File: config.mk
export PLATFORM = sky130hd
export DESIGN_NAME = mips_dmem_responder_flat
export DESIGN_NICKNAME = d
export VERILOG_FILES = /design/src/rtl/mips_dmem_responder_if.sv /design/src/rtl/mips_dmem_responder.sv /design/src/flat_wrapper.sv
export SDC_FILE = /design/constraint.sdc
export NUM_CORES = 2
export LEC_CHECK = 0
export ABC_AREA = 1
export BUFFER_PORTS_ARGS = -buffer_cell sky130_fd_sc_hd__clkbuf_2
export CAP_MARGIN = 20
export CORE_MARGIN = 1
export CORE_UTILIZATION = 25
export DETAILED_ROUTE_END_ITERATION = 10
export HOLD_SLACK_MARGIN = 0.02
export PLACE_DENSITY_LB_ADDON = 0.1
export SYNTH_ARGS = -nofsm -noshare
export SYNTH_HDL_FRONTEND = slang
export SYNTH_SLANG_ARGS = --single-unit
File: constraint.sdc
create_clock -name clk -period 4.2 [get_ports clk]
set_clock_uncertainty 0.15 [all_clocks]
set_input_delay 1.26 -clock clk [delete_from_list [all_inputs] [get_ports clk]]
set_output_delay 1.26 -clock clk [all_outputs]
set_load 0.02 [all_outputs]
File: src/rtl/mips_dmem_responder_if.sv
// Request/response bus between a MIPS core's data port and the data memory responder.
interface mips_dmem_responder_if;
  logic        req_valid;
  logic        req_ready;
  logic        req_we;
  logic [31:0] req_addr;
  logic [31:0] req_wdata;
  logic [3:0]  req_be;
  logic        rsp_valid;
  logic        rsp_ready;
  logic [31:0] rsp_rdata;
  logic        rsp_err;

  modport master (
    output req_valid, req_we, req_addr, req_wdata, req_be, rsp_ready,
    input  req_ready, rsp_valid, rsp_rdata, rsp_err
  );

  modport slave (
    input  req_valid, req_we, req_addr, req_wdata, req_be, rsp_ready,
    output req_ready, rsp_valid, rsp_rdata, rsp_err
  );
endinterface

File: src/rtl/mips_dmem_responder.sv
// Single-outstanding data memory responder with fixed accept-to-response latency.
//
//   state  | meaning
//   -------+-----------------------------------------------------------
//   S_IDLE | ready for a request; req_ready high
//   S_WAIT | request latched, latency down-counter running
//   S_RESP | memory op done, response held until rsp_ready
module mips_dmem_responder #(
  parameter int DEPTH   = 64,
  parameter int LATENCY = 2
) (
  input logic                    clk,
  input logic                    rst_n,
  mips_dmem_responder_if.slave   bus
);

  localparam int AW = $clog2(DEPTH);
  localparam logic [2:0] CNT_INIT = (LATENCY > 1) ? 3'(LATENCY - 2) : 3'd0;

  typedef enum logic [1:0] {S_IDLE, S_WAIT, S_RESP} state_t;

  state_t        r_state;
  logic [2:0]    r_cnt;
  logic          r_req_ready;
  logic          r_rsp_valid;
  logic [31:0]   r_rsp_rdata;
  logic          r_rsp_err;

  logic          r_we;
  logic          r_err;
  logic [AW-1:0] r_idx;
  logic [31:0]   r_wdata;
  logic [3:0]    r_be;

  logic [31:0]   r_mem [DEPTH];

  logic          w_accept;
  logic          w_in_err;
  logic [AW-1:0] w_in_idx;
  logic          w_op_we;
  logic          w_op_err;
  logic [AW-1:0] w_op_idx;
  logic [31:0]   w_op_wdata;
  logic [3:0]    w_op_be;
  logic          w_do_op;
  logic          w_mem_we;
  logic [31:0]   w_old;
  logic [31:0]   w_merged;
  logic [31:0]   w_op_rdata;

  assign w_accept = r_req_ready && bus.req_valid;
  assign w_in_err = (bus.req_addr[1:0] != 2'b00) || ((bus.req_addr >> (AW + 2)) != 32'd0);
  assign w_in_idx = bus.req_addr[AW+1:2];

  // With LATENCY=1 the operation happens on the accept edge, so it must use the
  // live request; otherwise it uses the copy latched at accept.
  assign w_op_we    = (r_state == S_IDLE) ? bus.req_we    : r_we;
  assign w_op_err   = (r_state == S_IDLE) ? w_in_err      : r_err;
  assign w_op_idx   = (r_state == S_IDLE) ? w_in_idx      : r_idx;
  assign w_op_wdata = (r_state == S_IDLE) ? bus.req_wdata : r_wdata;
  assign w_op_be    = (r_state == S_IDLE) ? bus.req_be    : r_be;

  assign w_do_op  = (w_accept && (LATENCY == 1)) || ((r_state == S_WAIT) && (r_cnt == 3'd0));
  // rst_n gating keeps an aborted store out of memory even on the reset edge.
  assign w_mem_we = rst_n && w_do_op && w_op_we && !w_op_err;

  assign w_old      = r_mem[w_op_idx];
  assign w_op_rdata = (w_op_err || w_op_we) ? 32'd0 : w_old;

  // Byte-enable merge of store data over the current word.
  always_comb begin
    w_merged = w_old;
    for (int b = 0; b < 4; b++) begin
      if (w_op_be[b]) w_merged[8*b +: 8] = w_op_wdata[8*b +: 8];
    end
  end

  // Storage array; deliberately not reset so contents survive rst_n.
  always_ff @(posedge clk) begin
    if (w_mem_we) r_mem[w_op_idx] <= w_merged;
  end

  // Control FSM with registered handshake and response outputs.
  always_ff @(posedge clk or negedge rst_n) begin
    if (!rst_n) begin
      r_state     <= S_IDLE;
      r_cnt       <= 3'd0;
      r_req_ready <= 1'b1;
      r_rsp_valid <= 1'b0;
      r_rsp_rdata <= 32'd0;
      r_rsp_err   <= 1'b0;
      r_we        <= 1'b0;
      r_err       <= 1'b0;
      r_idx       <= '0;
      r_wdata     <= 32'd0;
      r_be        <= 4'd0;
    end else begin
      case (r_state)
        S_IDLE: begin
          if (w_accept) begin
            r_we        <= bus.req_we;
            r_err       <= w_in_err;
            r_idx       <= w_in_idx;
            r_wdata     <= bus.req_wdata;
            r_be        <= bus.req_be;
            r_req_ready <= 1'b0;
            if (LATENCY == 1) begin
              r_state     <= S_RESP;
              r_rsp_valid <= 1'b1;
              r_rsp_rdata <= w_op_rdata;
              r_rsp_err   <= w_op_err;
            end else begin
              r_state <= S_WAIT;
              r_cnt   <= CNT_INIT;
            end
          end
        end
        S_WAIT: begin
          if (r_cnt == 3'd0) begin
            r_state     <= S_RESP;
            r_rsp_valid <= 1'b1;
            r_rsp_rdata <= w_op_rdata;
            r_rsp_err   <= w_op_err;
          end else begin
            r_cnt <= r_cnt - 3'd1;
          end
        end
        S_RESP: begin
          if (bus.rsp_ready) begin
            r_state     <= S_IDLE;
            r_rsp_valid <= 1'b0;
            r_req_ready <= 1'b1;
          end
        end
        default: begin
          r_state     <= S_IDLE;
          r_cnt       <= 3'd0;
          r_req_ready <= 1'b1;
          r_rsp_valid <= 1'b0;
        end
      endcase
    end
  end

  assign bus.req_ready = r_req_ready;
  assign bus.rsp_valid = r_rsp_valid;
  assign bus.rsp_rdata = r_rsp_rdata;
  assign bus.rsp_err   = r_rsp_err;

endmodule
File: src/flat_wrapper.sv
// flat-port wrapper written by rule: the top's interface ports become plain ports
module mips_dmem_responder_flat 
#(
  parameter int DEPTH   = 64,
  parameter int LATENCY = 2
)
  (clk, rst_n, bus_req_valid, bus_req_we, bus_req_addr, bus_req_wdata, bus_req_be, bus_rsp_ready, bus_req_ready, bus_rsp_valid, bus_rsp_rdata, bus_rsp_err);
  mips_dmem_responder_if bus_i ();
  input logic clk;
  input logic rst_n;
  input wire logic [$bits(bus_i.req_valid)-1:0] bus_req_valid;
  input wire logic [$bits(bus_i.req_we)-1:0] bus_req_we;
  input wire logic [$bits(bus_i.req_addr)-1:0] bus_req_addr;
  input wire logic [$bits(bus_i.req_wdata)-1:0] bus_req_wdata;
  input wire logic [$bits(bus_i.req_be)-1:0] bus_req_be;
  input wire logic [$bits(bus_i.rsp_ready)-1:0] bus_rsp_ready;
  output wire logic [$bits(bus_i.req_ready)-1:0] bus_req_ready;
  output wire logic [$bits(bus_i.rsp_valid)-1:0] bus_rsp_valid;
  output wire logic [$bits(bus_i.rsp_rdata)-1:0] bus_rsp_rdata;
  output wire logic [$bits(bus_i.rsp_err)-1:0] bus_rsp_err;
  assign bus_i.req_valid = bus_req_valid;
  assign bus_i.req_we = bus_req_we;
  assign bus_i.req_addr = bus_req_addr;
  assign bus_i.req_wdata = bus_req_wdata;
  assign bus_i.req_be = bus_req_be;
  assign bus_i.rsp_ready = bus_rsp_ready;
  assign bus_req_ready = bus_i.req_ready;
  assign bus_rsp_valid = bus_i.rsp_valid;
  assign bus_rsp_rdata = bus_i.rsp_rdata;
  assign bus_rsp_err = bus_i.rsp_err;
  mips_dmem_responder #(.DEPTH(DEPTH), .LATENCY(LATENCY)) u_core (.clk(clk), .rst_n(rst_n), .bus(bus_i));
endmodule
==> reports/qor_table.md <==
| Stage | Item | Reported |
| --- | --- | --- |
| outcome | Status | finished, final reports clean |
| synth | Post-synthesis cell type count | 28 |
| synth | Prevailing post-synth register cell | sky130_fd_sc_hd__edfxtp_1 |
| placed design | Number of input and output port buffers inserted | 107 |
| power and ir drop | Reg power frac | 31.1% |
| final layout | Synthesis-to-finish area growth | 25.1% |
| placed design | Placed Instance Area | 106,000 um^2 |
| clock tree | Clock-pin transition on the worst setup and hold timing paths | 0.06 ns |
| die | Initial standard-cell utilization of the core | 25.2% |
| drt | Total number of vias | 66,600 |
| drt | First-pass iteration count of the detailed router | 6 |
| synth | Yosys Warn Count | 0 |
| critical path | Startpoint type of the worst setup path | register |
| synth | Total of flip-flops plus latches after synthesis | 2,132 |
| timing | Count of endpoints failing setup in the final report | 0 |
| die | DIE AREA | 368,000 um^2 |
| power and ir drop | Proportion of total power due to net switching | 42.6% |
| die | Count of standard-cell rows | 221 |
| final layout | Fraction of final layout cells with drive strength greater than 1 | 14.0% |
| final layout | Post-layout nets | 9,834 |
| final layout | Most frequent standard cell in the layout excluding fill and tap cells | sky130_fd_sc_hd__nand2_1 |
| power and ir drop | Power density cells | 874 nW/um^2 |
| timing | Maximum clock frequency | 246 MHz |
| synth | Area of the mapped netlist | 91,400 um^2 |
| synth | Ranking of synthesized cells by area | sky130_fd_sc_hd__edfxtp_1 (67%), sky130_fd_sc_hd__nand2_1 (22%), sky130_fd_sc_hd__nand3_1 (3.9%), sky130_fd_sc_hd__dfrtp_1 (2.3%), sky130_fd_sc_hd__buf_2 (1.5%) |
| synth | Area fraction of the dominant cell type after synthesis | 67.3% |
| power and ir drop | Peak supply drop | 0.707 mV |
| drt | DRC marker count from the first detailed-route iteration | 5,434 |
| global routing | Total Routing Usage GR | 19.9% |
| critical path | Crit. End Element | register |
| power and ir drop | Switching Power | 42,600 uW |
| die | Die width | 607 um |
| final layout | Layout Cell Area excl Fill | 114,000 um^2 |
| global routing | Antenna violations before repair | 15 |
| clock tree | Inserted Clock Buffers | 263 |
| synth | Share of the yosys chip area belonging to registers | 69.6% |
| timing | Tcrit/Tclk final | 96.6% |
| timing | Setup repair after global routing missed its margin | no |
| timing | Post-Route Hold Slack | 0.333 ns |
| final layout | Fill cell count | 37,200 |
| power and ir drop | Static power due to leakage | 0.0474 uW |
| power and ir drop | Final Power | 99,900 uW |
| critical path | Setup slack of the worst register-to-register path | 0.14 ns |
| timing | Transition time at the pin with the least slew margin | 0.979 ns |
| timing | Final critical-path setup slack | 0.143 ns |
| job | Reported max-cap violation count | 0 |
| die | I/O pin count | 108 |
| drt | Wire length reported by the detailed router | 370 mm |
| clock tree | Clock insertion delay at the later pin of the skew report | 0.91 ns |
| drt | Vias per inst | 4.52 |
| placed design | Final weighted congestion in routability-driven placement | 0.809 |
| critical path | Data required time at the worst endpoint | 4.62 ns |
| clock tree | Sink Count | 2,132 |
| drt | Average routed wire per standard cell | 25.1 um |
| clock tree | Clock Tree Buf Depth | 4 |
| critical path | Largest fanout on the critical path | 32 |
| clock tree | Total of hold buffers inserted after clock tree synthesis | 0 |
| timing | Slew Viols, Final | 0 |
| global routing | Largest net degree at the start of global routing | 95 |
| global routing | First-pass GRT wire length | 520 mm |
| final layout | Commonest cells after routing, fill and taps aside | sky130_fd_sc_hd__nand2_1 (5,308), sky130_fd_sc_hd__edfxtp_1 (2,048), sky130_fd_sc_hd__nand3_1 (715), sky130_fd_sc_hd__buf_4 (502), sky130_fd_sc_hd__buf_12 (316) |
| drt | Post-DRT Antenna Nets | 0 |
| timing | Post-layout minimum cycle time | 4.06 ns |
| power and ir drop | Clock power share | 21.6% |
| clock tree | CTS tree | done |
| drt | Post-detailed-route DRC marker count | 0 |
| clock tree | Root Buffer | sky130_fd_sc_hd__clkbuf_16 |
| synth | Library cell occupying the most area in the post-synthesis netlist | sky130_fd_sc_hd__edfxtp_1 |
| global routing | Number of global-route vias before repair | 66,100 |
| power and ir drop | Fraction of power consumed by combinational cells | 47.2% |
| critical path | Setup CP Type | register to register |
| synth | EDFF count, synth | 2,048 |
| placed design | Post-placement setup slack | -0.651 ns |
| synth | Fraction of registers with async set/reset | 3.94% |
| synth | Syn avg cell area | 10.1 um^2 |
| placed design | HPWL Detailed | 234 mm |
| critical path | Crit path arrival time | 4.47 ns |
| die | CORE AREA | 363,000 um^2 |
| power and ir drop | Internal power consumption | 57,400 uW |
| worst hold path | Path type of the worst min-delay path | register to register |
| clock tree | # H-tree levels | 5 |
| timing | Headroom to the max-slew limit | 34.7% |
| die | Die Y | 607 um |
| synth | Net count after synthesis | 9,161 |
| global routing | Grt ovf | 0 |
| timing | Final number of hold-violating endpoints | 0 |
| synth | Syn Inst Count | 9,086 |
[per-stage QoR]
| stage | setup TNS, ns | std cells | utilization [%] |
|---|---|---|---|
| after floorplan | -0.372 | 9086 | - |
| after global placement | -703.18 | 14300 | 29.3 |
| after detailed placement | -669.63 | 14300 | 29.3 |
| after CTS | 0 | 14700 | 31.5 |
| after global routing | 0 | 14700 | 31.5 |
| final | 0 | 14800 | 31.5 |
[per-layer routing]
layer / share of wire (%) / track usage [%]
met4: 3.1 / 5.88
met1: 45 / 27.1
met2: 48 / 33.5
met5: 0 / 0
met3: 3.8 / 1.78
[power by group through the flow]
stage | registers, uW | logic (uW) | clock network (uW)
2_1_floorplan | 32100 | 19100 | 0
3_3_place_gp | 31500 | 48000 | 0
3_5_place_dp | 31500 | 48000 | 0
4_1_cts | 31100 | 48200 | 22200
5_1_grt | 31100 | 51000 | 22900
6_report | 31100 | 47200 | 21600
[registers in the layout, summed over array words and instances, names as in the netlist]
| signal | count |
|---|---|
| u_core.bus.rsp_err | 1 |
| u_core.r_wdata | 32 |
| u_core.r_err | 1 |
| u_core.r_we | 1 |
| u_core.bus.rsp_rdata | 32 |
| u_core.r_idx | 6 |
| u_core.bus.rsp_valid | 1 |
| u_core.r_state | 2 |
| u_core.r_be | 4 |
| u_core.bus.req_ready | 1 |
| u_core.r_cnt | 3 |
| u_core.r_mem | 2048 |
[cells by family (layout without fill, tap and decap cells)]
family | after synthesis | after routing | share of synthesized area [%]
AO/OA/AOI/OAI | 99 | 99 | 0.586
adder cells (fa/ha/maj) | 2 | 2 | 0.0274
buffers and inverters | 622 | 1489 | 3.08
flip-flops | 2132 | 2132 | 69.6
other | 0 | 8 | 0
AND/OR/NAND/NOR | 6231 | 6231 | 26.7
[final timing paths]
path                                                 end                startpoint  cells past startpoint
worst min register to register  u_core.bus.rsp_rdata[31]  u_core.bus.rsp_rdata[31]                      2
worst max-delay path                u_core.r_mem[55][27]         u_core.r_state[1]                     20
min in group asynchronous             u_core.r_wdata[26]                     rst_n                      2
worst max register to register      u_core.r_mem[55][27]         u_core.r_state[1]                     20
max in group asynchronous       u_core.bus.rsp_rdata[16]                     rst_n                      3
worst min-delay path            u_core.bus.rsp_rdata[31]  u_core.bus.rsp_rdata[31]                      2
[layout make-up]
cell class	instances	area, um^2	area share, %
Timing Repair Buffer	925	10600	9.30
Inverter	105	394	0.345
Antenna cell	8	20.0	0.0175
Clock inverter	112	813	0.711
Tap cell	4794	6000	5.25
Clock buffer	347	7110	6.21
Sequential cell	2132	63600	55.6
Multi-Input combinational cell	6332	25800	22.5
[repair_timing]
action / CTS / global route
gates cloned: 0 / 0
endpoints found under the setup margin: 47 / 24
buffers inserted: 6 / 0
gates resized for setup: 0 / 3
pin swaps: 2 / 0
[synth_stat cells, types with 6 or more instances]
cell type / count
sky130_fd_sc_hd__inv_2: 7
sky130_fd_sc_hd__buf_1: 37
sky130_fd_sc_hd__nor2_1: 149
sky130_fd_sc_hd__nor3_2: 8
sky130_fd_sc_hd__inv_1: 98
sky130_fd_sc_hd__edfxtp_1: 2048
sky130_fd_sc_hd__buf_4: 28
sky130_fd_sc_hd__a21oi_1: 6
sky130_fd_sc_hd__nand3_1: 716
sky130_fd_sc_hd__buf_2: 278
sky130_fd_sc_hd__nand2_1: 5343
sky130_fd_sc_hd__o21ai_1: 9
sky130_fd_sc_hd__o21ai_0: 78
sky130_fd_sc_hd__dfrtp_1: 83
sky130_fd_sc_hd__clkbuf_1: 171
[critical path: stages, from the launching register on]
cell	delay, ns
sky130_fd_sc_hd__dfrtp_1	0.46
sky130_fd_sc_hd__nor2_8	0.32
sky130_fd_sc_hd__nand2_8	0.10
sky130_fd_sc_hd__buf_4	0.24
sky130_fd_sc_hd__buf_12	0.18
sky130_fd_sc_hd__buf_4	0.17
sky130_fd_sc_hd__buf_4	0.17
sky130_fd_sc_hd__nand3_1	0.08
sky130_fd_sc_hd__nand2_1	0.06
sky130_fd_sc_hd__nand2_1	0.05
sky130_fd_sc_hd__nand2_1	0.05
sky130_fd_sc_hd__nand2_1	0.06
sky130_fd_sc_hd__nand2_1	0.12
sky130_fd_sc_hd__nand2_1	0.09
sky130_fd_sc_hd__nand2_1	0.21
sky130_fd_sc_hd__nor2_1	0.26
sky130_fd_sc_hd__buf_4	0.19
sky130_fd_sc_hd__nand2_1	0.14
sky130_fd_sc_hd__nand2_1	0.11
sky130_fd_sc_hd__nand2_2	0.18
sky130_fd_sc_hd__buf_12	0.23
No activity file was read; power rests on OpenSTA's default activity.
